`src/rtl/fp_mul_seq.sv`:
```
// Sequential IEEE 754 multiplier: radix-2 shift-add significand product, then normalise/round.
// Define FP_MUL_ROUND_EN for round-to-nearest-even; otherwise results are truncated.
module fp_mul_seq #(
    parameter int EXP_W = 8,
    parameter int MAN_W = 23
) (
    input  logic                   clk,
    input  logic                   rst,
    input  logic                   in_valid,
    output logic                   in_ready,
    input  logic [EXP_W+MAN_W:0]   in1,
    input  logic [EXP_W+MAN_W:0]   in2,
    output logic                   out_valid,
    input  logic                   out_ready,
    output logic [EXP_W+MAN_W:0]   out,
    output logic [3:0]             flags
);

    localparam int SIG_W  = MAN_W + 1;
    localparam int PROD_W = 2 * MAN_W + 2;
    localparam int CNT_W  = $clog2(SIG_W);
    localparam int XW     = EXP_W + 2;

    localparam logic signed [XW-1:0] BIAS_X = XW'((2 ** (EXP_W - 1)) - 1);
    localparam logic signed [XW-1:0] EMAX_X = XW'((2 ** EXP_W) - 1);
    localparam logic signed [XW-1:0] ONE_X  = XW'(1);
    localparam logic [EXP_W+MAN_W:0] QNAN   = {1'b0, {EXP_W{1'b1}}, 1'b1, {(MAN_W-1){1'b0}}};

`ifdef FP_MUL_ROUND_EN
    localparam logic ROUND_NE = 1'b1;
`else
    localparam logic ROUND_NE = 1'b0;
`endif

    typedef enum logic [1:0] {IDLE, MUL, ROUND, DONE} state_t;

    state_t              state;
    logic                sign_q;
    logic [EXP_W-1:0]    exp1_q, exp2_q;
    logic [SIG_W-1:0]    sig1_q, sig2_q;
    logic [PROD_W-1:0]   acc;
    logic [CNT_W-1:0]    count;

    logic [EXP_W-1:0]    exp1, exp2;
    logic [MAN_W-1:0]    frac1, frac2;
    logic                nan1, nan2, inf1, inf2, zero1, zero2, sign_in;
    logic                spec_hit;
    logic [EXP_W+MAN_W:0] spec_out;
    logic [3:0]          spec_flags;

    assign exp1    = in1[EXP_W+MAN_W-1 -: EXP_W];
    assign exp2    = in2[EXP_W+MAN_W-1 -: EXP_W];
    assign frac1   = in1[MAN_W-1:0];
    assign frac2   = in2[MAN_W-1:0];
    assign sign_in = in1[EXP_W+MAN_W] ^ in2[EXP_W+MAN_W];
    assign nan1    = (&exp1) && (|frac1);
    assign nan2    = (&exp2) && (|frac2);
    assign inf1    = (&exp1) && !(|frac1);
    assign inf2    = (&exp2) && !(|frac2);
    assign zero1   = (exp1 == '0);
    assign zero2   = (exp2 == '0);

    // NaN and inf*zero take priority over the plain infinity and zero cases
    always_comb begin
        spec_hit   = 1'b0;
        spec_out   = '0;
        spec_flags = '0;
        if (nan1 || nan2 || (inf1 && zero2) || (zero1 && inf2)) begin
            spec_hit   = 1'b1;
            spec_out   = QNAN;
            spec_flags = 4'b1000;
        end else if (inf1 || inf2) begin
            spec_hit = 1'b1;
            spec_out = {sign_in, {EXP_W{1'b1}}, {MAN_W{1'b0}}};
        end else if (zero1 || zero2) begin
            spec_hit = 1'b1;
            spec_out = {sign_in, {(EXP_W+MAN_W){1'b0}}};
        end
    end

    logic                 norm, guard, sticky, rnd_inc, inexact;
    logic [PROD_W-2:0]    shifted;
    logic [MAN_W-1:0]     frac;
    logic [MAN_W:0]       rounded;
    logic signed [XW-1:0] exp_sum, exp_fin;
    logic [EXP_W+MAN_W:0] res_out;
    logic [3:0]           res_flags;

    // Product lies in [1,4); after alignment the fraction sits just below the leading one
    always_comb begin
        norm    = acc[PROD_W-1];
        shifted = norm ? acc[PROD_W-2:0] : {acc[PROD_W-3:0], 1'b0};
        frac    = shifted[PROD_W-2 -: MAN_W];
        guard   = shifted[PROD_W-2-MAN_W];
        sticky  = |shifted[PROD_W-3-MAN_W:0];
        inexact = guard | sticky;
        rnd_inc = ROUND_NE & guard & (sticky | frac[0]);
        rounded = {1'b0, frac} + {{MAN_W{1'b0}}, rnd_inc};
        exp_sum = $signed({2'b00, exp1_q}) + $signed({2'b00, exp2_q}) - BIAS_X
                  + $signed({{(XW-1){1'b0}}, norm});
        exp_fin = exp_sum + $signed({{(XW-1){1'b0}}, rounded[MAN_W]});
        if (exp_fin >= EMAX_X) begin
            res_out   = {sign_q, {EXP_W{1'b1}}, {MAN_W{1'b0}}};
            res_flags = 4'b0101;
        end else if (exp_fin < ONE_X) begin
            res_out   = {sign_q, {(EXP_W+MAN_W){1'b0}}};
            res_flags = 4'b0011;
        end else begin
            res_out   = {sign_q, exp_fin[EXP_W-1:0], rounded[MAN_W-1:0]};
            res_flags = {3'b000, inexact};
        end
    end

    assign in_ready = (state == IDLE);

    // Special results enter DONE with out_valid still low so they surface one edge later
    always_ff @(posedge clk or posedge rst) begin
        if (rst) begin
            state     <= IDLE;
            out_valid <= 1'b0;
            out       <= '0;
            flags     <= '0;
            acc       <= '0;
            count     <= '0;
            sign_q    <= 1'b0;
            exp1_q    <= '0;
            exp2_q    <= '0;
            sig1_q    <= '0;
            sig2_q    <= '0;
        end else begin
            case (state)
                IDLE: begin
                    if (in_valid) begin
                        sign_q <= sign_in;
                        exp1_q <= exp1;
                        exp2_q <= exp2;
                        sig1_q <= {1'b1, frac1};
                        sig2_q <= {1'b1, frac2};
                        acc    <= '0;
                        count  <= '0;
                        if (spec_hit) begin
                            out   <= spec_out;
                            flags <= spec_flags;
                            state <= DONE;
                        end else begin
                            state <= MUL;
                        end
                    end
                end
                MUL: begin
                    if (sig2_q[count])
                        acc <= acc + (PROD_W'(sig1_q) << count);
                    count <= count + 1'b1;
                    if (count == CNT_W'(MAN_W))
                        state <= ROUND;
                end
                ROUND: begin
                    out       <= res_out;
                    flags     <= res_flags;
                    out_valid <= 1'b1;
                    state     <= DONE;
                end
                DONE: begin
                    if (!out_valid) begin
                        out_valid <= 1'b1;
                    end else if (out_ready) begin
                        out_valid <= 1'b0;
                        state     <= IDLE;
                    end
                end
                default: state <= IDLE;
            endcase
        end
    end

endmodule

```
`config.mk`:
```
export PLATFORM = sky130hd
export DESIGN_NAME = fp_mul_seq
export DESIGN_NICKNAME = d
export VERILOG_FILES = /design/src/rtl/fp_mul_seq.sv
export SDC_FILE = /design/constraint.sdc
export NUM_CORES = 1
export LEC_CHECK = 0
export ABC_AREA = 1
export CAP_MARGIN = 5
export CORE_ASPECT_RATIO = 0.6
export CORE_UTILIZATION = 40
export DETAILED_ROUTE_END_ITERATION = 10
export GPL_TIMING_DRIVEN = 0
export PLACE_DENSITY = 0.69
export RECOVER_POWER = 50
export SKIP_LAST_GASP = 1
export SLEW_MARGIN = 10
export SYNTH_ARGS = -nofsm -noshare
export SYNTH_HDL_FRONTEND = slang
export SYNTH_SLANG_ARGS = --single-unit
```
`constraint.sdc`:
```
create_clock -name clk -period 9.1 [get_ports clk]
set_input_delay 1.82 -clock clk [delete_from_list [all_inputs] [get_ports clk]]
set_output_delay 1.82 -clock clk [all_outputs]
set_load 0.02 [all_outputs]
```
==> metrics <==
status=finished with violations; violated checks=capacitance limit, slew limit; remaining antenna violation count=0; Worst EP arrival=5.95 ns; layout cell share with drive strength beyond 1=0.0496; delay-heaviest family, CP=buffers and inverters; deepest clock path buffer count=2; total track usage=0.314; first-pass GRT wire length=75.2 mm; post-layout total power=6640 uW; Slew HR=-0.829; H-tree level count=4; Layout Area Growth over Synthesis=17.5%; Cells after Synth=1921; cell taking the most area after synthesis=dfrtp_1; achievable frequency=0.167 GHz; vias in the first global route=12200; CP cell instances=dlygate4sd3_1, clkinvlp_2, clkbuf_2; crit path kind=in2async; Req. time, crit path=9.06 ns; CTS Buf Count=17; max incr delay on CP=2.07 ns; die span in y=139 um; Pre-antenna DRT Iters=6; largest net degree at the start of global routing=108; Yosys reg bits=156; Setup crit start kind=input pin; Finished Layout Cells=2466; synthesized area per cell=6.50 um2; Hold Buf Count CTS=0; FILL cells=3193; clk sinks=156; hold_ws=0.481 ns; GP Congestion=1.07; Max-Cap Viols=2; DRC=0; dominant synthesized flop cell=dfrtp_1; final-report setup violation count=0; RSZ-0062 raised after global routing=no; LEAKAGE=0.00709 uW; number of port buffers=105; Avg Vias per Cell=5.52; IO Pins=106; final period utilization=0.659; Final Slew Violations=159; Synth area leaders=dfrtp_1, nand2_1, o21ai_0; Post-CTS Setup Bufs=0; post-synthesis mux area share=0.00961; Die ar.=32000 um2; GRT overflow=0; final hold violations=0; slowest CP cell=clkbuf_2; top-count cell post-synth=nand2_1; worst-path maximum fanout=107; R2R Setup Slk=4.02 ns; TritonCTS clock tree=done; Die X=230 um; routed length per instance=20.1 um; WP buf/inv=3; clock slew at reported path FFs=0.06 ns; Std-Cell Core Area=30300 um2; synth warn=0; top-area cell type share of the netlist area=0.312; combinational family with the most area after synthesis=simple AND/OR/NAND/NOR gates; setup TNS=0 ns; Worst Hold Class=reg2reg; most frequent cells after synthesis=nand2_1, inv_1, o21ai_0; Post-CTS Resized=0; fin crit period=6.00 ns; worst vdd ir=0.190 mV; ant diodes=0; ys async rst share=1.00; adder-cell share of the synthesized area=0.0713; Mapped Area=12500 um2; xor and xnor area share after synthesis=0.0161; Pwr per Cell Area=452 nW/um2; Synth Area in Simple Gates=0.326; Clock Skew=0.0245 ns; placed insts=2435; measured slew at the worst slew-check pin=2.74 ns; initial antenna violation count=0; HPWL after DPL=40.9 mm; DRT Wirelength=49.7 mm; Starting Density=0.412; fin nets=2184; cell row count=49; Post-synth EDFFs=0; syn_nets=2059; clk root buf=clkbuf_16; DR vias=13600; Distinct cells, synth=42; post-synthesis sequential area ratio=0.312; Synth Area in Compound Gates=0.169; DRT iter0 DRCs=1868; endpoint class of the critical path=asynchronous set/reset pin; worst skew pair latency=0.46 ns
[path summary, 6_finish.rpt]
| path | startpoint | end | depth (start not counted) |
|---|---|---|---|
| worst max-delay path | rst | acc[17] | 3 |
| worst min register to register | out[16] | out[16] | 2 |
| max in group clk | count[1] | acc[38] | 18 |
| worst max register to register | count[1] | acc[38] | 18 |
| worst min-delay path | out[16] | out[16] | 2 |
| min in group asynchronous | rst | out[28] | 2 |
[layout make-up]
type,count,area [um2],share of cell area
inverter,220,827,0.0564
clock inverter,12,160,0.0109
clock buffer,19,453,0.0309
buffer,67,370,0.0252
sequential,156,3900,0.266
tap,408,510,0.0348
timing repair buffer,106,1060,0.0720
multi-input combinational,1478,7390,0.504
[routing by layer]
metal,wire length (um),vias to the layer above,GRT usage
met1,25400,6404,0.512
met4,195,0,0.0345
met3,6710,18,0.126
met5,0,-,0
li1,-,6544,-
met2,17300,636,0.378
[flip-flops by register name (all words and copies together) (netlist names)]
register   cells
sig2_q        23
exp1_q         8
count          5
sig1_q        24
exp2_q         8
state          2
out_valid      1
sign_q         1
out           32
acc           48
flags          4
[cell families after synthesis]
| group | Yosys count |
|---|---|
| adder cells (fa/ha/maj) | 70 |
| flip-flops | 156 |
| multiplexers | 12 |
| AND/OR/NAND/NOR | 987 |
| XOR/XNOR | 23 |
| buffers and inverters | 287 |
| AO/OA/AOI/OAI | 386 |
[metrics by stage]
step / setup WS [ns] / util / area, um2
6_report: 3.10 / 0.484 / 14700
2_1_floorplan: 3.07 / - / 12500
3_3_place_gp: 0.566 / 0.463 / 14100
3_5_place_dp: 4.42 / 0.464 / 14100
4_1_cts: 4.42 / 0.485 / 14700
5_1_grt: 2.21 / 0.484 / 14700
[placed cells by master, fill, tap and decap left out, types with 11 or more instances in the layout]
cell type,netlist,routed
o21ai_1,22,21
inv_1,215,214
clkbuf_1,29,29
buf_2,11,11
mux2i_1,12,12
clkdlybuf4s50_1,0,102
o22ai_1,12,12
xor2_1,14,14
o21ai_2,20,20
ha_1,68,68
dfrtp_1,156,156
nand3_1,140,140
clkbuf_16,0,17
o21ai_0,194,195
nand4_1,40,40
nor3_1,13,13
nor2_1,183,183
a21oi_1,105,105
nand2_1,588,588
[power breakdown]
part	total, uW	internal [uW]	leakage (uW)	switching [uW]
combinational	4640	1420	0.00479	3220
sequential	1220	976	0.00201	243
clock	776	448	0.000294	328
total	6640	2850	0.00709	3790
[worst reg2reg max path, cell delays in order (launching register included)]
cell and delay [ns]:
dfrtp_1 0.50, inv_1 0.24, buf_2 0.27, buf_1 0.41, o21ai_0 0.20, nand2_1 0.08
o21ai_0 0.14, o21ai_0 0.50, o21ai_0 0.36, ha_1 0.55, nand2_1 0.14, nor2_1 0.23
nand2_1 0.15, nor2_1 0.39, nand4_1 0.33, nand3_1 0.19, nand2_1 0.06, nand3_1 0.15
nand2_1 0.08
No activity file was read; power rests on OpenSTA's default activity.
